<file path="config.mk">
export PLATFORM = sky130hd
export DESIGN_NAME = ifu_fetch_ctrl
export DESIGN_NICKNAME = d
export VERILOG_FILES = /design/src/rtl/ifu_fetch_ctrl.sv
export SDC_FILE = /design/constraint.sdc
export NUM_CORES = 1
export LEC_CHECK = 0
export CAP_MARGIN = 20
export CORE_ASPECT_RATIO = 0.6
export CORE_MARGIN = 1.5
export CORE_UTILIZATION = 55
export DETAILED_ROUTE_END_ITERATION = 12
export PLACE_DENSITY = 0.86
export SKIP_LAST_GASP = 1
export SYNTH_ARGS = -nofsm -noshare
export SYNTH_HDL_FRONTEND = slang
export SYNTH_SLANG_ARGS = --single-unit
</file>
<file path="constraint.sdc">
create_clock -name clk -period 12.9 [get_ports clk]
set_clock_uncertainty 0.05 [all_clocks]
set_input_delay 1.935 -clock clk [delete_from_list [all_inputs] [get_ports clk]]
set_output_delay 1.935 -clock clk [all_outputs]
set_load 0.03 [all_outputs]
</file>
<file path="src/rtl/ifu_fetch_ctrl.sv">
// Instruction fetch unit: PC ownership, same-cycle I$ lookup, miss/refill FSM, next-PC prediction and IFIFO.
// Optional static BTFN/JAL prediction is enabled by defining IFU_STATIC_PRED_EN.
module ifu_fetch_ctrl #(
    parameter int                    ADDR_WIDTH  = 32,
    parameter int                    INSTR_WIDTH = 32,
    parameter int                    BLOCK_SIZE  = 64,
    parameter int                    IFIFO_DEPTH = 8,
    parameter logic [ADDR_WIDTH-1:0] RESET_PC    = '0
) (
    input  logic                                clk,
    input  logic                                rst_aL,
    input  logic [ADDR_WIDTH-1:0]               recovery_PC,
    input  logic                                recovery_PC_valid,
    input  logic                                backend_stall,
    output logic [ADDR_WIDTH-1:0]               icache_rd_addr,
    input  logic                                icache_hit,
    input  logic [BLOCK_SIZE-1:0]               icache_rd_block,
    output logic                                icache_we,
    output logic [ADDR_WIDTH-1:0]               icache_waddr,
    output logic [BLOCK_SIZE-1:0]               icache_wdata,
    output logic                                dram_req_valid,
    input  logic                                dram_req_ready,
    output logic [ADDR_WIDTH-1:0]               dram_req_addr,
    input  logic [BLOCK_SIZE-1:0]               dram_response,
    input  logic                                dram_response_valid,
    input  logic                                dispatch_ready,
    output logic                                instr_valid,
    output logic [INSTR_WIDTH+2*ADDR_WIDTH+1:0] instr_data
);
    localparam int WORDS   = BLOCK_SIZE / INSTR_WIDTH;
    localparam int IDX_W   = (WORDS > 1) ? $clog2(WORDS) : 1;
    localparam int OFF_W   = $clog2(BLOCK_SIZE / 8);
    localparam int PTR_W   = $clog2(IFIFO_DEPTH);
    localparam int ENTRY_W = INSTR_WIDTH + 2 * ADDR_WIDTH + 2;

    typedef enum logic [1:0] {
        S_FETCH,
        S_MISS_REQ,
        S_MISS_WAIT,
        S_REFILL
    } state_t;

    state_t                  r_state;
    state_t                  w_state_next;
    logic [ADDR_WIDTH-1:0]   r_pc;
    logic [ADDR_WIDTH-1:0]   r_miss_addr;
    logic [BLOCK_SIZE-1:0]   r_refill_data;
    logic [ENTRY_W-1:0]      r_mem [IFIFO_DEPTH];
    logic [PTR_W-1:0]        r_wr_ptr;
    logic [PTR_W-1:0]        r_rd_ptr;
    logic [PTR_W:0]          r_count;

    logic [INSTR_WIDTH-1:0]  w_words [WORDS];
    logic [IDX_W-1:0]        w_word_idx;
    logic [INSTR_WIDTH-1:0]  w_instr;
    logic                    w_is_b;
    logic                    w_is_jal;
    logic [ADDR_WIDTH-1:0]   w_imm_b;
    logic [ADDR_WIDTH-1:0]   w_imm_j;
    logic [ADDR_WIDTH-1:0]   w_pc_plus4;
    logic [ADDR_WIDTH-1:0]   w_target;
    logic                    w_pred_taken;
    logic [ADDR_WIDTH-1:0]   w_next_pc;
    logic [ENTRY_W-1:0]      w_entry;
    logic                    w_redirect;
    logic                    w_full;
    logic                    w_empty;
    logic                    w_pop;
    logic                    w_enq;
    logic                    w_miss;

    // Word 0 of the block sits in the least-significant bits.
    genvar gi;
    generate
        for (gi = 0; gi < WORDS; gi++) begin : g_word
            assign w_words[gi] = icache_rd_block[gi*INSTR_WIDTH +: INSTR_WIDTH];
        end
        if (WORDS > 1) begin : g_idx
            assign w_word_idx = r_pc[IDX_W+1:2];
        end else begin : g_idx_one
            assign w_word_idx = '0;
        end
    endgenerate

    assign w_instr    = w_words[w_word_idx];
    assign w_is_b     = (w_instr[6:0] == 7'b1100011);
    assign w_is_jal   = (w_instr[6:0] == 7'b1101111);
    assign w_imm_b    = {{(ADDR_WIDTH-12){w_instr[31]}}, w_instr[7], w_instr[30:25], w_instr[11:8], 1'b0};
    assign w_imm_j    = {{(ADDR_WIDTH-20){w_instr[31]}}, w_instr[19:12], w_instr[20], w_instr[30:21], 1'b0};
    assign w_pc_plus4 = r_pc + ADDR_WIDTH'(4);
    assign w_target   = w_is_b   ? (r_pc + w_imm_b) :
                        w_is_jal ? (r_pc + w_imm_j) : w_pc_plus4;

`ifdef IFU_STATIC_PRED_EN
    // Backward-taken/forward-not-taken: a negative B-type offset has its sign bit in instr[31].
    assign w_pred_taken = (w_is_b & w_instr[31]) | w_is_jal;
`else
    assign w_pred_taken = 1'b0;
`endif

    assign w_next_pc = w_pred_taken ? w_target : w_pc_plus4;
    assign w_entry   = {w_instr, r_pc, w_is_b, w_pred_taken, w_target};

    assign w_redirect = recovery_PC_valid;
    assign w_full     = (r_count == (PTR_W+1)'(IFIFO_DEPTH));
    assign w_empty    = (r_count == '0);
    assign w_pop      = dispatch_ready & ~w_empty & ~w_redirect;
    // A pop in the same cycle frees the slot, so a full FIFO can still accept.
    assign w_enq      = (r_state == S_FETCH) & icache_hit & ~backend_stall & ~w_redirect
                        & (~w_full | w_pop);
    assign w_miss     = (r_state == S_FETCH) & ~icache_hit & ~w_redirect;

    assign icache_rd_addr = r_pc;
    assign instr_valid    = ~w_empty;
    assign instr_data     = w_empty ? '0 : r_mem[r_rd_ptr];

    always_ff @(posedge clk or negedge rst_aL) begin
        if (!rst_aL) begin
            r_state <= S_FETCH;
        end else begin
            r_state <= w_state_next;
        end
    end

    always_comb begin
        w_state_next   = r_state;
        dram_req_valid = 1'b0;
        dram_req_addr  = '0;
        icache_we      = 1'b0;
        icache_waddr   = '0;
        icache_wdata   = '0;
        unique case (r_state)
            S_FETCH: begin
                if (w_miss) w_state_next = S_MISS_REQ;
            end
            S_MISS_REQ: begin
                dram_req_valid = 1'b1;
                dram_req_addr  = r_miss_addr;
                if (w_redirect)          w_state_next = S_FETCH;
                else if (dram_req_ready) w_state_next = S_MISS_WAIT;
            end
            // A redirect here only moves the PC; the outstanding refill still completes.
            S_MISS_WAIT: begin
                if (dram_response_valid) w_state_next = S_REFILL;
            end
            S_REFILL: begin
                icache_we    = 1'b1;
                icache_waddr = r_miss_addr;
                icache_wdata = r_refill_data;
                w_state_next = S_FETCH;
            end
            default: w_state_next = S_FETCH;
        endcase
    end

    always_ff @(posedge clk or negedge rst_aL) begin
        if (!rst_aL) begin
            r_pc          <= RESET_PC;
            r_miss_addr   <= '0;
            r_refill_data <= '0;
        end else begin
            if (w_redirect)  r_pc <= recovery_PC;
            else if (w_enq)  r_pc <= w_next_pc;
            if (w_miss)      r_miss_addr <= {r_pc[ADDR_WIDTH-1:OFF_W], {OFF_W{1'b0}}};
            if ((r_state == S_MISS_WAIT) && dram_response_valid) r_refill_data <= dram_response;
        end
    end

    always_ff @(posedge clk) begin
        if (w_enq) r_mem[r_wr_ptr] <= w_entry;
    end

    always_ff @(posedge clk or negedge rst_aL) begin
        if (!rst_aL) begin
            r_wr_ptr <= '0;
            r_rd_ptr <= '0;
            r_count  <= '0;
        end else if (w_redirect) begin
            r_wr_ptr <= '0;
            r_rd_ptr <= '0;
            r_count  <= '0;
        end else begin
            if (w_enq) r_wr_ptr <= r_wr_ptr + PTR_W'(1);
            if (w_pop) r_rd_ptr <= r_rd_ptr + PTR_W'(1);
            unique case ({w_enq, w_pop})
                2'b10:   r_count <= r_count + (PTR_W+1)'(1);
                2'b01:   r_count <= r_count - (PTR_W+1)'(1);
                default: r_count <= r_count;
            endcase
        end
    end
endmodule

</file>
Yosys cells after proc, flatten, opt, wreduce, memory -nomap -nowiden
Memory sizes are Yosys's and may differ from the RTL's.
Index checks and enable logic that the tools add are counted.
{"block": "word_totals", "ff_bits": 137, "ramBits": 776, "inputBits": 168, "out_inout_bits": 261, "wordCells": 75, "n_memories": 1}
{"name": "r_mem", "depth": 8, "word_bits": 97, "read_ports": 1, "rd_clocked_by_memory_dff": 0, "wr": 1, "line": "48", "text": "logic [ENTRY_W-1:0] r_mem [IFIFO_DEPTH];"}
{"block": "classes", "n_addsub": 7, "n_lt_le_gt_ge": 1, "eq_ne": 11, "mux": 26, "bitwise_logic": 15, "n_reduce_logical": 7}
{"cell": "2-to-1 mux 32 bit", "n": 9}
{"cell": "2-to-1 mux 98 bit", "n": 1}
{"cell": "adder 32 bit", "n": 2}
{"cell": "2-to-1 mux 64 bit", "n": 1}
{"cell": "adder 32 x 3 -> 32 bit (second input constant)", "n": 1}
{"cell": "equality test 7 bit (second input constant)", "n": 2}
{"cell": "2-to-1 mux 3 bit", "n": 4}
{"cell": "AND 1 bit", "n": 8}
{"cell": "2-to-1 mux 2 bit", "n": 4}
{"cell": "case mux 2 bit (4 select lines)", "n": 1}
{"cell": "case mux 4 bit (2 select lines)", "n": 1}
{"cell": "adder 3 x 1 -> 3 bit (second input constant)", "n": 2}
{"cell": "equality test 2 bit (second input constant)", "n": 3}
{"cell": "NOT 1 bit", "n": 5}
{"cell": "adder 4 x 1 -> 4 bit (second input constant)", "n": 1}
{"cell": "equality test 2 x 1 -> 1 bit (second input constant)", "n": 2}
{"cell": "equality test 4 bit (second input constant)", "n": 1}
{"cell": "logical NOT 4 bit", "n": 1}
{"cell": "2-to-1 mux 1 bit", "n": 4}
{"cell": "2-to-1 mux 4 bit", "n": 1}
{"cell": "inequality test 2 bit (second input constant)", "n": 2}
{"cell": "nonzero test 2 bit", "n": 2}
{"cell": "subtractor 4 x 1 -> 4 bit (second input constant)", "n": 1}
{"cell": "inequality test 3 bit (second input constant)", "n": 1}
{"cell": "7 further kinds", "n": 7}

Depth between registers and ports, before layout
Gate-level depths: netlist of the first run.
{"block": "depth", "depth_word": 9, "depth_mapped": 14, "mapped_depth_nobuf": 12}

Worst setup path before layout of the first run
OpenSTA, ideal clock, no wires.
{"block": "synth_timing", "kind": "reg2reg", "startpoint": "register (tool-made name)", "endpoint": "memory r_mem[0][10] in the netlist's numbering (enable)", "setup_ps": 786, "t_arrival_ps": 10704, "required_ps": 12064, "setup_slack_ps": 1361, "stages_incl_launch_ff": 7, "n_path_buf": 2, "synth_period_minus_slack_ps": 11539, "cell_sequence": "dfrtp_1 > or2_1 > nor4_2 > o41ai_4 > clkbuf_1 > clkbuf_1 > nor4_1"}
{"element": "to (decl)", "line": "48"}

Worst setup path in the final report of the first run
{"block": "layout_timing", "startpoint": "register r_rd_ptr[1]", "endpoint": "output instr_data[28]"}
{"block": "layout_via", "elab_chain_cells": 2}
{"element": "from (decl)", "line": "50", "text": "logic [PTR_W-1:0] r_rd_ptr;"}
{"element": "from (signal assigned)", "line": "184", "text": "if (w_pop) r_rd_ptr <= r_rd_ptr + PTR_W'(1);"}
{"element": "memory (8 x 97 bit)"}
{"element": "2-to-1 mux 98 bit", "line": "115", "text": "assign instr_data = w_empty ? '0 : r_mem[r_rd_ptr];"}
{"element": "to (decl)", "line": "28", "text": "output logic [INSTR_WIDTH+2*ADDR_WIDTH+1:0] instr_data"}
No other way between the ends.

==> summary.md, run 1 <==
| Metric | Value |
|---|---|
| H-tree depth | `3` |
| P per Cell Area | `196.3 nW/µm²` |
| Cell Rows | `76` |
| Drt first pass iters | `5` |
| R2R Path Start | `icache_rd_addr[2]` |
| Nets@finish | `3,053` |
| Clock latency on the worst-skew pair | `670 ps` |
| Area Growth Syn to Fin | `20.00%` |
| Flops & latches, synth | `905` |
| Initial DRC count | `3,699` |
| Starting Density | `0.5564` |
| Final Slew Violations | `0` |
| Drt total wl | `115.8 mm` |
| Buf/Inv on CP | `2` |
| I/O pin total | `429` |
| Cell Area, Placed | `45,250 µm²` |
| Vias per inst | `6.529` |
| Power Total | `9423 µW` |
| Vias | `25,320` |
| Hold Crit Class | `flop to flop` |
| F_max | `0.1581 GHz` |
| Num CTS Buffers | `80` |
| Crit start category | `flop` |
| Number of synthesized flops with an enable pin | `768` |
| R2R cell count | `12` |
| Final instance area | `48,000 µm²` |
| Worst path cell trace | `buf_4, mux4_2, mux2i_1, nor2_1, clkdlybuf4s50_1` |
| Mapped Area | `40,000 µm²` |
| Clock Sinks | `905` |
| Post-synth cell types | `93` |
| Final non-filler cell total | `3,878` |
| ANT nets after route | `0` |
| HP Start | `r_refill_data[6]` |
| Worst EP arrival | `4340 ps` |
| FFs w/ async S/R, synth | `0.1514` |
| Routability cong. | `0.9415` |
| Core area | `71,890 µm²` |
| Initial antenna violation count | `7` |
| CTS Hold Bufs | `0` |
| CTS clk-pin slew, worst paths | `60 ps` |
| DP Wirelength | `74.15 mm` |
| Setup Buffers After CTS | `0` |
| Critical path required time | `10,910 ps` |
| Avg Cell Area, Syn | `16.47 µm²` |
| Top delay family on crit path | `buffers and inverters` |
| IO Port Bufs | `421` |
| DIE AREA | `74,400 µm²` |
| DR WL/cell | `29.87 µm` |
| Total GRT Usage | `0.3113` |
| Seq/Total Area, Yosys | `0.6623` |
| Final hold violation count | `0` |
| Dpl ws | `6522 ps` |
| Largest net degree at the start of global routing | `117` |
| Root buf cell | `clkbuf_16` |
| Leakage power | `0.01626 µW` |
| CTS tree | `done` |
| Unrepaired setup endpoints after global routing | `no` |
| Max rail drop VDD | `175.7 µV` |
| Top FF cell, synth | `edfxtp_1` |
| Worst setup EP type | `output pin` |
| Minimum clock period after layout | `6326 ps` |
| Cells after Synth | `2,428` |
| WHS Path Cells | `1` |
| Status | `finished, final reports clean` |
| Endpoints failing setup | `0` |
| CP max stage cell | `dfrtp_4` |
| Placed Instances | `3,723` |
| Slew HR | `0.2450` |
| Vias in the first global route | `25,240` |
| Crit path launch | `r_rd_ptr[1]` |
| Layout cells sized above 1 | `0.1878` |
| FILL cells | `4,731` |
| Max-cap violations | `0` |
| Crit path kind | `flop to output pin` |
| YS warnings | `0` |
| Drt drc | `0` |
| Worst-Margin Slew | `1132 ps` |
| Global-route wire length before repair | `167.4 mm` |
| Worst setup margin | `6574 ps` |
| Clk buf depth | `3` |
| Width of the die | `351.1 µm` |
| Setup_tns | `0 ps` |
| CP max stage delay | `1080 ps` |
| CP Depth | `5` |
| Period utilization | `0.4904` |
| Remaining Overflow, GRT | `0` |
| Post-cts sizing count | `0` |
| Crit path max fanout | `72` |
| Die height | `211.9 µm` |
cells in the final DEF, fill, tap and decap left out, types with 17 or more instances in the layout:
cell type	Yosys	final
mux4_2	192	192
edfxtp_1	768	768
ha_1	48	48
nor2_1	158	155
dfrtp_1	137	131
mux2i_1	108	108
xor2_1	32	32
xnor2_1	23	23
o21ai_0	61	61
clkbuf_1	89	18
mux2_2	123	123
nand3_1	17	17
a21o_1	19	19
clkdlybuf4s50_1	0	419
a21oi_1	72	72
buf_4	10	52
nor3_1	23	18
clkinv_2	1	17
and2_1	35	35
clkbuf_16	0	80
inv_1	23	23
and3_1	108	108
nand2_1	80	80
layer usage:
| metal | vias up | routed length (µm) | share of wire | track usage |
|---|---|---|---|---|
| li1 | 10410 | - | - | - |
| met1 | 13030 | 46090 | 0.40 | 0.4560 |
| met2 | 1670 | 52890 | 0.46 | 0.4684 |
| met3 | 214 | 14090 | 0.12 | 0.08207 |
| met4 | 2 | 2751 | 0.024 | 0.07878 |
| met5 | - | 13 | 0.00011 | 0 |
area by class of cell:
class | instances | area (µm²) | share of cell area
tap | 975 | 1220 | 0.02542
antenna | 1 | 2.502 | 0.00005214
inverter | 26 | 98.84 | 0.002059
timing repair buffer | 478 | 4671 | 0.09731
sequential | 905 | 26510 | 0.5522
clock buffer | 99 | 2083 | 0.04340
multi-input combinational | 1343 | 12800 | 0.2668
clock inverter | 51 | 611.8 | 0.01275
report_power, final:
part	internal, µW	switching, µW
Sequential	3480	237
Clock	1370	1110
Combinational	1340	1890
Total	6190	3230
state kept, by name, indices dropped and copies added, names as in the netlist, named ones only:
name,cells
icache_rd_addr,32
r_count,4
r_mem,768
r_miss_addr,29
r_rd_ptr,3
r_refill_data,64
r_state,1
r_wr_ptr,3
Yosys cell counts (4+ instances only):
master	number	area share
edfxtp_1	768	0.58
mux4_2	192	0.11
nor2_1	158	0.015
dfrtp_1	137	0.086
mux2_2	123	0.035
and3_1	108	0.017
mux2i_1	108	0.027
clkbuf_1	89	0.0084
nand2_1	80	0.0075
a21oi_1	72	0.0090
o21ai_0	61	0.0076
ha_1	48	0.015
buf_2	40	0.0050
and2_1	35	0.0055
xor2_1	32	0.0070
inv_1	23	0.0022
nor3_1	23	0.0029
xnor2_1	23	0.0050
a21o_1	19	0.0036
buf_1	19	0.0018
nand3_1	17	0.0021
a221o_1	16	0.0040
a22oi_1	15	0.0028
nand2b_1	14	0.0022
o211ai_1	14	0.0026
nand4_1	13	0.0020
a211oi_1	12	0.0023
and4_1	10	0.0022
buf_4	10	0.0019
o21ai_1	10	0.0013
o221ai_1	10	0.0022
nor4_1	9	0.0014
a31oi_1	7	0.0011
nor2b_1	7	0.0011
o311ai_0	7	0.0015
o21bai_1	6	0.0011
o21a_1	5	0.00094
nor3b_1	4	0.00075
per-stage QoR:
| stage | util | hold slack, ps |
|---|---|---|
| 6_report | 0.6677 | 448.8 |
| 3_5_place_dp | 0.6294 | 435.2 |
| 2_1_floorplan | - | 422.0 |
| 3_3_place_gp | 0.6294 | 432.2 |
| 4_1_cts | 0.6669 | 450.7 |
| 5_1_grt | 0.6677 | 466.9 |
worst reg2reg max path, cell delays in order (launching register included):
cell      delay (ps)
dfrtp_2          360
buf_4            670
mux2i_1          540
inv_1            570
ha_1             630
a21oi_1          430
o21a_1           280
o211ai_1         120
a21o_1           180
a21oi_1          230
o21ai_0          160
xnor2_1          150
a221oi_1         740
worst paths after layout:
check / to / slack, ps
worst max register to register: r_mem[0][29] / 7460
worst min register to register: r_refill_data[6] / 450
worst min-delay path: r_refill_data[6] / 450
worst max-delay path: instr_data[28] / 6570
min in group asynchronous: r_refill_data[26] / 1240
max in group asynchronous: r_refill_data[55] / 10150
kinds of logic (layout without fill, tap and decap cells):
group	after synthesis	after routing	share of synthesized area
flops	905	905	0.6623
mux	425	425	0.1709
compound gates	304	304	0.05346
fa+ha+maj	51	51	0.01652
xor+xnor	55	55	0.01204
simple gates	501	501	0.06479
other cells	1	8	0.00009376
buf+inv	186	654	0.01990
Note: power is estimated with default switching activity, not from simulation.
==> run 2, diff against run 1 <==
- clock period: 12.9 -> 6.6 ns (I/O delays scaled with it)
==> run 2 against run 1 <==
Global-route usage shrank 0.26 points. First-iteration DRC count down 7.0%. Flip-flop and latch count did not move. Critical endpoint is now r_mem[4][24]. Die area did not move. Sequential power is 98% higher. Clock-buffer cell count is 4 lower. Highest routed layer is now met4. Worst setup slack got worse by 5500 ps.
==> summary.md, run 2 (same netlist as run 1, synthesis figures left out) <==
| Metric | Value |
|---|---|
| Num CTS Buffers | `79 (was 80)` |
| Int Pwr | `12,140 µW (was 6189 µW)` |
| Met3 Use GR | `0.08233 (was 0.08207)` |
| Reg2reg end | `r_mem[4][24] (was r_mem[0][29])` |
| Leakage power | `0.01625 µW (was 0.01626 µW)` |
| Most frequent cells in the layout | `edfxtp_1 (768), clkdlybuf4s50_1 (419), mux4_2 (192), nor2_1 (155), dfrtp_1 (131) (unchanged)` |
| I/O pin total | `429 (unchanged)` |
| Met1 Use GR | `0.4399 (was 0.4560)` |
| Drt drc | `0 (unchanged)` |
| Worst EP arrival | `5830 ps (was 4340 ps)` |
| F_max | `0.1793 GHz` |
| Hold Crit Class | `primary input to asynchronous set/reset pin (was flop to flop)` |
| Max-cap violations | `0 (unchanged)` |
| Worst path cell trace | `buf_4, mux2_2, ha_1, o21ai_0, o21ai_0, a21oi_1, a311oi_1, nor2_1, o21ai_0, mux2i_1, nor3_1 (was buf_4, mux4_2, mux2i_1, nor2_1, clkdlybuf4s50_1)` |
| Largest net degree at the start of global routing | `99 (was 117)` |
| GR peak layer | `met2 (unchanged)` |
| Starting Density | `0.5564 (unchanged)` |
| ANT nets after route | `0 (unchanged)` |
| Period utilization | `0.8449` |
| Combinational share of power | `0.340 (was 0.342)` |
| Initial DRC count | `3,440 (was 3,699)` |
| H-tree depth | `3 (unchanged)` |
| Clock latency on the worst-skew pair | `650 ps (was 670 ps)` |
| P per Cell Area | `384.1 nW/µm² (was 196.3 nW/µm²)` |
| Minimum clock period after layout | `5576 ps` |
| Worst-Margin Slew | `1143 ps (was 1132 ps)` |
| Register bank with the most flops | `r_mem (unchanged)` |
| Setup Buffers After CTS | `0 (unchanged)` |
| DP Wirelength | `72.30 mm (was 74.15 mm)` |
| Worst setup EP type | `flop (was output pin)` |
| Nets@finish | `3,049 (was 3,053)` |
| Largest register FFs | `768 (unchanged)` |
| IO Port Bufs | `421 (unchanged)` |
| Sw frac | `0.3418 (was 0.3432)` |
| Clk buf depth | `3 (unchanged)` |
| Slew HR | `0.2378 (was 0.2450)` |
| CTS Hold Bufs | `0 (unchanged)` |
| Crit path kind | `flop to flop (was flop to output pin)` |
| Die height | `211.9 µm (unchanged)` |
| Post-cts sizing count | `0 (unchanged)` |
| R2R Path Start | `icache_rd_addr[2] (unchanged)` |
| Buf/Inv on CP | `1 (was 2)` |
| Layout cells sized above 1 | `0.1887 (was 0.1878)` |
| DIE AREA | `74,400 µm² (unchanged)` |
| Vias | `25,280 (was 25,320)` |
| Crit start category | `flop (unchanged)` |
| Final Slew Violations | `0 (unchanged)` |
| Vias per inst | `6.528 (was 6.529)` |
| Commonest non-fill, non-tap cell in the layout | `edfxtp_1 (unchanged)` |
| Global-route wire length before repair | `166.4 mm (was 167.4 mm)` |
| Dpl ws | `1124 ps (was 6522 ps)` |
| Top delay family on crit path | `compound AO/OA/AOI/OAI gates (was buffers and inverters)` |
| Total GRT Usage | `0.3088 (was 0.3113)` |
| Placed Instances | `3,723 (unchanged)` |
| Crit path max fanout | `26 (was 72)` |
| Routability cong. | `0.9179 (was 0.9415)` |
| Clock Sinks | `905 (unchanged)` |
| Drt first pass iters | `6 (was 5)` |
| Register-to-register setup slack | `1020 ps (was 7460 ps)` |
| Area Growth Syn to Fin | `20.11% (was 20.00%)` |
| Remaining Overflow, GRT | `0 (unchanged)` |
| Worst setup margin | `1024 ps (was 6574 ps)` |
| Crit path launch | `icache_rd_addr[2] (was r_rd_ptr[1])` |
| P_sw | `6306 µW (was 3234 µW)` |
| CTS clk-pin slew, worst paths | `60 ps (about the same)` |
| CP max stage cell | `dfrtp_2 (was dfrtp_4)` |
| Endpoints failing setup | `0 (unchanged)` |
| Critical path required time | `6850 ps (was 10,910 ps)` |
| Final hold violation count | `0 (unchanged)` |
| Unrepaired setup endpoints after global routing | `no (unchanged)` |
| Clk pwr share | `0.261 (was 0.263)` |
| Status | `finished, final reports clean (unchanged)` |
| CP max stage delay | `940 ps (was 1080 ps)` |
| Root buf cell | `clkbuf_16 (unchanged)` |
| R2R cell count | `11 (was 12)` |
| Drt total wl | `114.8 mm (was 115.8 mm)` |
| Core area | `71,890 µm² (unchanged)` |
| CP Depth | `11 (was 5)` |
| Initial antenna violation count | `8 (was 7)` |
| Sequential fraction of design power | `0.399 (was 0.394)` |
| Worst hold slack | `349.4 ps (was 448.8 ps)` |
| Final non-filler cell total | `3,873 (was 3,878)` |
| Max rail drop VDD | `466.1 µV (was 175.7 µV)` |
| DR WL/cell | `29.64 µm (was 29.87 µm)` |
| Cell Rows | `76 (unchanged)` |
| Vias in the first global route | `25,370 (was 25,240)` |
| Met2 Use GR | `0.4732 (was 0.4684)` |
| Width of the die | `351.1 µm (unchanged)` |
| CTS tree | `done (unchanged)` |
| Crit path top cell by count | `o21ai_0` |
-- run 2: cell types whose count changed in the layout (fill, tap and decap cells not counted), sizes merged --
cell      change
clkbuf        -7
clkinv        -2
clkinvlp      +3
diode         +3
inv           -2
-- run 2: area by class of cell --
type,count,area [µm²]
clock inverters,50,558.0
repair buffers,475,4711
multi-input cells,1343,12820
well taps,975,1220
inverters,26,98.84
flip-flops and latches,905,26510
diodes,4,10.01
clock buffers,95,2120
fillers,4740,23850
-- run 2: per-stage QoR --
step	area (µm²)	TNS (ps)	util	total power [µW]
after global routing	48040	0	0.6683	19080
after detailed placement	45320	0	0.6304	13650
final	48040	0	0.6683	18450
after floorplan	40040	-973710	-	11270
after CTS	48000	0	0.6676	18470
after global placement	45320	0	0.6304	13470
-- run 2: how the worst max path moves through the flow --
stage | to
after CTS | r_mem[7][24]
after floorplan | r_mem[2][10]
after detailed placement | r_mem[3][29]
after global routing | r_mem[3][24]
after global placement | r_mem[2][29]
final | r_mem[4][24]
-- run 2: worst register-to-register path, delay by kind of cell (launching register included) --
family	cells	cell delay, ps
multiplexers	2	620
flip-flops	1	940
adder cells (fa/ha/maj)	1	410
buffers and inverters	1	510
AND/OR/NAND/NOR	2	920
AO/OA/AOI/OAI	5	1770
-- run 2: power by group through the flow --
stage	Clock, µW	Sequential (µW)	Combinational (µW)
2_1_floorplan	0	7180	4080
3_3_place_gp	0	7400	6070
3_5_place_dp	0	7440	6200
4_1_cts	4870	7330	6270
5_1_grt	5070	7390	6620
6_report	4820	7350	6280
-- run 2: per-layer routing --
layer  vias up  wire (µm)
met4         0       3176
met3       228      13350
met2      1670      53240
li1      10400          -
met5         -          0
met1     12990      45030
